==> src/rtl/rv_multicycle_core.sv <==
// Multicycle RV32I-subset core (lw/sw/addi/add/sub/and/or/slt/beq) with a single ready-based memory port.
// Define RV_MC_JAL_EN to add jal support; without it jal is treated as illegal.
module rv_multicycle_core #(
    parameter logic [31:0] RESET_PC = 32'h0000_0000,
    parameter int          DBG_W    = 8
) (
    input  logic             clk,
    input  logic             rst,
    output logic             mem_req,
    output logic             mem_we,
    output logic [31:0]      mem_addr,
    output logic [31:0]      mem_wdata,
    input  logic [31:0]      mem_rdata,
    input  logic             mem_ready,
    input  logic [4:0]       dbg_sel,
    output logic [DBG_W-1:0] dbg_data,
    output logic [31:0]      pc_out,
    output logic [31:0]      instr_out,
    output logic [3:0]       state_out,
    output logic             halt
);
    localparam logic [3:0] S_FETCH  = 4'd0;
    localparam logic [3:0] S_DECODE = 4'd1;
    localparam logic [3:0] S_MEMADR = 4'd2;
    localparam logic [3:0] S_MEMRD  = 4'd3;
    localparam logic [3:0] S_MEMWR  = 4'd4;
    localparam logic [3:0] S_EXEC_R = 4'd5;
    localparam logic [3:0] S_EXEC_I = 4'd6;
    localparam logic [3:0] S_ALUWB  = 4'd7;
    localparam logic [3:0] S_BEQ    = 4'd8;
    localparam logic [3:0] S_HALT   = 4'd15;
`ifdef RV_MC_JAL_EN
    localparam logic [3:0] S_JAL    = 4'd9;
    localparam logic [6:0] OP_JAL   = 7'b1101111;
`endif
    localparam logic [6:0] OP_LOAD   = 7'b0000011;
    localparam logic [6:0] OP_STORE  = 7'b0100011;
    localparam logic [6:0] OP_IMM    = 7'b0010011;
    localparam logic [6:0] OP_REG    = 7'b0110011;
    localparam logic [6:0] OP_BRANCH = 7'b1100011;

    logic [3:0]  state_q, state_d;
    logic [31:0] pc_q, pc_d, ir_q, ir_d, oldpc_q, oldpc_d;
    logic [31:0] a_q, a_d, b_q, b_d, aluout_q, aluout_d, tgt_q, tgt_d;
    logic [31:0] regs_q [32];
    logic        rfWe;
    logic [31:0] rfData;

    logic [6:0]  opcode, funct7;
    logic [2:0]  funct3;
    logic [4:0]  rd, rs1, rs2;
    logic [31:0] immI, immS, immB, rs1Val, rs2Val, aluR;
    logic        legalR;

    assign opcode = ir_q[6:0];
    assign rd     = ir_q[11:7];
    assign funct3 = ir_q[14:12];
    assign rs1    = ir_q[19:15];
    assign rs2    = ir_q[24:20];
    assign funct7 = ir_q[31:25];
    assign immI   = {{20{ir_q[31]}}, ir_q[31:20]};
    assign immS   = {{20{ir_q[31]}}, ir_q[31:25], ir_q[11:7]};
    assign immB   = {{19{ir_q[31]}}, ir_q[31], ir_q[7], ir_q[30:25], ir_q[11:8], 1'b0};
`ifdef RV_MC_JAL_EN
    logic [31:0] immJ;
    assign immJ   = {{11{ir_q[31]}}, ir_q[31], ir_q[19:12], ir_q[20], ir_q[30:21], 1'b0};
`endif

    assign rs1Val = (rs1 == 5'd0) ? 32'd0 : regs_q[rs1];
    assign rs2Val = (rs2 == 5'd0) ? 32'd0 : regs_q[rs2];

    always_comb begin
        legalR = 1'b0;
        aluR   = a_q + b_q;
        case ({funct7, funct3})
            {7'b0000000, 3'b000}: legalR = 1'b1;
            {7'b0100000, 3'b000}: begin legalR = 1'b1; aluR = a_q - b_q; end
            {7'b0000000, 3'b111}: begin legalR = 1'b1; aluR = a_q & b_q; end
            {7'b0000000, 3'b110}: begin legalR = 1'b1; aluR = a_q | b_q; end
            {7'b0000000, 3'b010}: begin
                legalR = 1'b1;
                aluR   = ($signed(a_q) < $signed(b_q)) ? 32'd1 : 32'd0;
            end
            default: ;
        endcase
    end

    // Load data is staged through ALUOUT and committed by ALUWB, giving lw its extra clock.
    always_comb begin
        state_d  = state_q;
        pc_d     = pc_q;
        ir_d     = ir_q;
        oldpc_d  = oldpc_q;
        a_d      = a_q;
        b_d      = b_q;
        aluout_d = aluout_q;
        tgt_d    = tgt_q;
        rfWe     = 1'b0;
        rfData   = aluout_q;
        case (state_q)
            S_FETCH: begin
                if (mem_ready) begin
                    ir_d    = mem_rdata;
                    oldpc_d = pc_q;
                    pc_d    = pc_q + 32'd4;
                    state_d = S_DECODE;
                end
            end
            S_DECODE: begin
                a_d     = rs1Val;
                b_d     = rs2Val;
                tgt_d   = oldpc_q + immB;
                state_d = S_HALT;
                case (opcode)
                    OP_LOAD:   if (funct3 == 3'b010) state_d = S_MEMADR;
                    OP_STORE:  if (funct3 == 3'b010) state_d = S_MEMADR;
                    OP_IMM:    if (funct3 == 3'b000) state_d = S_EXEC_I;
                    OP_REG:    if (legalR)           state_d = S_EXEC_R;
                    OP_BRANCH: if (funct3 == 3'b000) state_d = S_BEQ;
`ifdef RV_MC_JAL_EN
                    OP_JAL: begin
                        tgt_d   = oldpc_q + immJ;
                        state_d = S_JAL;
                    end
`endif
                    default: ;
                endcase
            end
            S_MEMADR: begin
                aluout_d = a_q + ((opcode == OP_STORE) ? immS : immI);
                state_d  = (opcode == OP_STORE) ? S_MEMWR : S_MEMRD;
            end
            S_MEMRD: begin
                if (mem_ready) begin
                    aluout_d = mem_rdata;
                    state_d  = S_ALUWB;
                end
            end
            S_MEMWR:  if (mem_ready) state_d = S_FETCH;
            S_EXEC_R: begin
                aluout_d = aluR;
                state_d  = S_ALUWB;
            end
            S_EXEC_I: begin
                aluout_d = a_q + immI;
                state_d  = S_ALUWB;
            end
            S_ALUWB: begin
                rfWe    = 1'b1;
                state_d = S_FETCH;
            end
            S_BEQ: begin
                if (a_q == b_q) pc_d = tgt_q;
                state_d = S_FETCH;
            end
`ifdef RV_MC_JAL_EN
            S_JAL: begin
                rfWe    = 1'b1;
                rfData  = oldpc_q + 32'd4;
                pc_d    = tgt_q;
                state_d = S_FETCH;
            end
`endif
            S_HALT:  ;
            default: state_d = S_HALT;
        endcase
    end

    always_ff @(posedge clk) begin
        if (rst) begin
            state_q  <= S_FETCH;
            pc_q     <= RESET_PC;
            ir_q     <= '0;
            oldpc_q  <= '0;
            a_q      <= '0;
            b_q      <= '0;
            aluout_q <= '0;
            tgt_q    <= '0;
            for (int i = 0; i < 32; i++) regs_q[i] <= '0;
        end else begin
            state_q  <= state_d;
            pc_q     <= pc_d;
            ir_q     <= ir_d;
            oldpc_q  <= oldpc_d;
            a_q      <= a_d;
            b_q      <= b_d;
            aluout_q <= aluout_d;
            tgt_q    <= tgt_d;
            if (rfWe && (rd != 5'd0)) regs_q[rd] <= rfData;
        end
    end

    assign mem_req   = (state_q == S_FETCH) || (state_q == S_MEMRD) || (state_q == S_MEMWR);
    assign mem_we    = (state_q == S_MEMWR);
    assign mem_addr  = (state_q == S_FETCH) ? pc_q : aluout_q;
    assign mem_wdata = b_q;
    assign dbg_data  = (dbg_sel == 5'd0) ? '0 : regs_q[dbg_sel][DBG_W-1:0];
    assign pc_out    = pc_q;
    assign instr_out = ir_q;
    assign state_out = state_q;
    assign halt      = (state_q == S_HALT);
endmodule
==> config.mk <==
export PLATFORM = sky130hd
export DESIGN_NAME = rv_multicycle_core
export DESIGN_NICKNAME = d
export VERILOG_FILES = /design/src/rtl/rv_multicycle_core.sv
export SDC_FILE = /design/constraint.sdc
export NUM_CORES = 2
export LEC_CHECK = 0
export CAP_MARGIN = 20
export CORE_MARGIN = 2
export CORE_UTILIZATION = 57
export DETAILED_ROUTE_END_ITERATION = 10
export GPL_ROUTABILITY_DRIVEN = 0
export PLACE_DENSITY = 0.77
export REMOVE_ABC_BUFFERS = 1
export SYNTH_ARGS = -nofsm -noshare
export SYNTH_HDL_FRONTEND = slang
export SYNTH_SLANG_ARGS = --single-unit
export TNS_END_PERCENT = 100
==> constraint.sdc <==
create_clock -name clk -period 3.74 [get_ports clk]
set_input_delay 0.374 -clock clk [delete_from_list [all_inputs] [get_ports clk]]
set_output_delay 0.374 -clock clk [all_outputs]
set_load 0.01 [all_outputs]
# After elaboration in Yosys (flattened, before gate mapping)
# Memories as Yosys holds them, arrays and structs flattened. A register that Yosys moved wholly into a read port is not among the register bits.
# Cells that the tools add are included.
# totals
output_inout_bits	143
ram_bits	1024
mem_count	1
inputBits	40
wordCells	100
regBits	228
# op_classes
n_mux	36
bitwise_logic	3
n_reduce_logical	21
n_eq_ne	24
addsub	6
n_lt_le_gt_ge	1
# mem_list
memory	words	word_bits	read_ports	rd_clocked_by_memory_dff	wr	line	source
regs_q	32	32	3	2	32	45	logic [31:0] regs_q [32];
# op_table
operator	count
$pmux 32 s4	2
$mux 32	7
$add 32x32->32	4
$pmux 32 s2	1
$add 32x3->32 const B	1
$and 32x32->32	1
$eq 32x32->1	1
$lt 32x32->1	1
$or 32x32->32	1
$pmux 4 s8	1
$reduce_or 32->1	1
$sub 32x32->32	1
$mux 5	6
$mux 4	6
$eq 10x3->1 const B	2
$eq 4x3->1 const B	4
$pmux 4 s4	1
$logic_not 5->1	3
$eq 7x6->1 const B	2
$eq 10x2->1 const B	1
$eq 10x9->1 const B	1
$logic_not 10->1	1
$mux 1	9
$eq 4x2->1 const B	2
other kinds (23)	31

# Logic depth before layout (Yosys ltp)
# depth
depth_word	8
depth_mapped	17
depth_no_buf	17

# Least setup slack after synthesis
# No wires, ideal clock.
# synth_path
kind	reg2reg
from	reg state_q[2], in the netlist state_out[2]
to	mem regs_q[29][0], enable pin
slack_ns	-0.420
stages_incl_launch_ff	7
arrival_ns	3.694
path_buffers	2
setup_time_ns	0.466
cell_sequence	dfxtp_1 buf_2 nand2_1 nor3_1 nand3b_1 clkbuf_1 o21ai_0
# synth_rtl
item	line	source
from (decl)	42	logic [3:0] state_q, state_d;
from (signal assigned)	181	state_q <= state_d;
to (decl)	45	

# Worst setup path after layout
# layout_path
from	reg ir_q[2], in the netlist instr_out[2]
to	reg aluout_q[30]
# layout_via
elab_chain_cells	4
# layout_lines
item	line	source
from (decl)	43	logic [31:0] pc_q, pc_d, ir_q, ir_d, oldpc_q, oldpc_d;
from (signal assigned)	183	ir_q <= ir_d;
$eq 7x6->1	130	aluout_d = a_q + ((opcode == OP_STORE) ? immS : immI);
$mux 5	130	
$add 32x32->32	130	
$pmux 32 s4	100	case (state_q)
to (signal assigned)	187	aluout_q <= aluout_d;
to (decl)	44	logic [31:0] a_q, a_d, b_q, b_d, aluout_q, aluout_d, tgt_q, tgt_d;
# Every way passes these cells.
# A chain may end at the register's enable or synchronous reset.

==> flow_summary_export.csv <==
group,metric,value,unit
finish,syn_to_final_growth,14.0,%
clocking,root_buffer,"clkbuf_16",
grt,track_usage,38.7,%
clocking,cts.clk_slew.worst_paths,0.07,ns
clocking,tritoncts,"yes",
floorplan,dieArea,133000,um2
synthesis,ys_seq_elements,1262,
floorplan,core_area,129000,um2
floorplan,pin_count,183,
sta,fmax,259,MHz
sta,fin_crit_sh,103,%
routing,postRouteAntennaNets,0,
grt,antenna_found_initial,26,
run_status,violations,"setup timing",
place,dpl_worst_slack,-0.312,ns
grt,grt_pass1_wl,366,mm
pwr,peakVddDrop,0.000469,V
min_path,hold_class,"input pin to flip-flop",
clocking,clock-sinks,1262,
sta,slew_violations,0,
pwr,p_leak,29.6,nW
sta,slew_headroom,30.3,%
finish,nets,6072,
synthesis,async_reset_ff_share,0,%
setup_path,crit_top_cell,"o21ai_2",
place,dp_hpwl,160,mm
sta,setup_viol,5,
routing,wl_per_cell,33.2,um
routing,wirelength,257,mm
pwr,power.density,566,nW/um2
synthesis,avgSynthCellArea,12.9,um2
synthesis,synth-main-ff-cell,"edfxtp_1",
floorplan,die_x,364,um
sta,tns,-0.472,ns
finish,most-common-layout-cells,"1024 x edfxtp_1, 998 x and2_1, 720 x mux4_2, 365 x a21oi_1, 328 x nor2_1",
setup_path,crit_required,4.41,ns
grt,grt_pass1_vias,53400,
clocking,htreeDepth,4,
floorplan,rows,132,
sta,worst_slack,-0.122,ns
setup_path,worstSetupStartpointType,"flip-flop",
synthesis,synth.yosys.seq_area_share,48.1,%
sta,tightest_slew,1.04,ns
synthesis,synth_area,73900,um2
sta,hold_violations,0,
setup_path,path_cells,"nor2_2 > nand4_1 > nor3_2 > o21ai_2 > mux2_2 > ha_4 > fa_2 > a211oi_2 > o21ai_2 > o311a_1 > o211ai_1 > o21ai_2 > a221oi_2 > o21ai_2 > mux2_2 > nor2_1 > a21oi_1",
place,portBuffers,182,
finish,drive_above_1_share,24.3,%
grt,overflow,0,
sta,skew,0.0351,ns
setup_path,cp.arrival,4.53,ns
clocking,cts_inserted_buffers,137,
routing,vias,55100,
run_status,status,"finished with violations",
finish,final_common_cell,"edfxtp_1",
routing,drt-pass1-iter-count,7,
synthesis,netlist_instances,5712,
synthesis,yosys_warnings,0,
sta,rsz0062_at_grt,"true",
pwr,power.total,47.7,mW
synthesis,yosysUniqueCellTypes,106,
floorplan,start_util,57.2,%
setup_path,path_max_fanout,2,
sta,finalCriticalPeriod,3.86,ns
flow_run,drv_cap,0,
setup_path,crit_path_end_kind,"flip-flop",
setup_path,slowest_stage,"fa_2",
routing,drtIter0Drc,9987,
sta,whs,0.169,ns
grt,grt_max_degree,108,
routing,vias_per_cell,7.13,
floorplan,die_h,364,um
clocking,cts_max_path_buffers,3,
setup_path,crit_type,"flip-flop to flip-flop",
synthesis,synth_edf_count,1024,
routing,remaining_drc_errors,0,
clocking,clock_latency,0.81,ns
setup_path,slowest_delay,0.36,ns
-- critical path: cells and delay by family (launching register included) --
| kind | cells | cell delay (ns) |
|---|---|---|
| flops | 1 | 0.32 |
| compound gates | 9 | 1.72 |
| mux | 2 | 0.61 |
| simple gates | 4 | 0.57 |
| fa+ha+maj | 2 | 0.54 |
-- cells by family after synthesis --
logic type,synth area share (%)
DFF,48.1
AOI/OAI and AO/OA,7.52
muxes,23.6
other,0.00508
adders and majority gates,2.78
buffers and inverters,3.43
and+or+nand+nor,13.8
xor gates and xnor gates,0.818
-- power by group --
group	switching [mW]	leakage, nW	total, mW	internal (mW)
Clock	5.83	2.13	13.6	7.79
Combinational	10.5	15.0	17.2	6.71
Sequential	0.867	12.5	16.8	16.0
Total	17.2	29.6	47.7	30.5
-- final timing paths --
path / start / to / slack (ns) / depth (start not counted)
setup / recovery: instr_out[2] / aluout_q[30] / -0.12 / 17
hold reg to reg: tgt_q[7] / tgt_q[7] / 0.45 / 2
setup reg to reg: instr_out[2] / aluout_q[30] / -0.12 / 17
hold / removal: mem_rdata[31] / instr_out[31] / 0.17 / 3
-- registers in the layout, summed over array words and instances, names as in the netlist, named ones only --
signal,flops
regs_q,1024
a_q,32
pc_out,32
state_out,4
oldpc_q,32
tgt_q,32
instr_out,32
mem_wdata,32
aluout_q,32
-- per-layer routing --
metal / track usage (%) / wire, um / vias to the layer above
met2: 56.4 / 112000 / 5015
met5: 0.581 / 160 / -
li1: - / - / 22000
met1: 48.7 / 84000 / 27000
met3: 13.8 / 40100 / 1168
met4: 26.1 / 20700 / 10
-- final cells by class --
type | count | area (um2)
sequential | 1262 | 35500
antenna | 19 | 47.5
multi-input combinational | 3847 | 36700
clock buffer | 177 | 3760
timing repair buffer | 509 | 4940
fill | 9059 | 44900
inverter | 113 | 427
clock inverter | 68 | 619
tap | 1742 | 2180
-- Yosys cell counts (14+ instances only) --
cell	n	area (um2)
edfxtp_1	1024	30700
and2_1	999	6250
mux4_2	720	16200
clkbuf_1	407	1530
a21oi_1	366	1830
nor2_1	362	1360
nand2_1	292	1100
dfxtp_1	238	4760
ha_1	158	1980
o21ai_0	142	711
inv_1	113	424
mux2i_1	79	791
buf_2	74	370
nand3_1	53	265
a21o_1	50	375
xnor2_1	45	394
mux2_2	37	417
a221oi_1	34	298
nor3_1	34	170
buf_1	28	105
o22ai_1	27	169
xor2_1	24	210
a211oi_1	22	165
nand2b_1	20	125
a211oi_2	19	238
o21a_1	18	135
a31oi_1	15	93.8
nor2b_1	15	93.8
nor4_1	15	93.8
and3_1	14	87.6
-- through the flow --
stage / area [um2] / util, % / instances
floorplan: 71900 / - / 5222
global placement: 79700 / 61.7 / 7470
detailed placement: 79700 / 61.7 / 7470
CTS: 84100 / 65.1 / 7717
global route: 84200 / 65.2 / 7724
finish: 84300 / 65.2 / 7737
-- repair_timing --
action / in CTS / in global routing
setup buffers: 1 / 1
pin swaps: 10 / 8
resized for setup: 10 / 11
setup endpoints to repair: 13 / 19
hold buffers: 1 / 0
endpoints found under the hold margin: 19 / 0
Note: power is estimated with default switching activity, not from simulation.
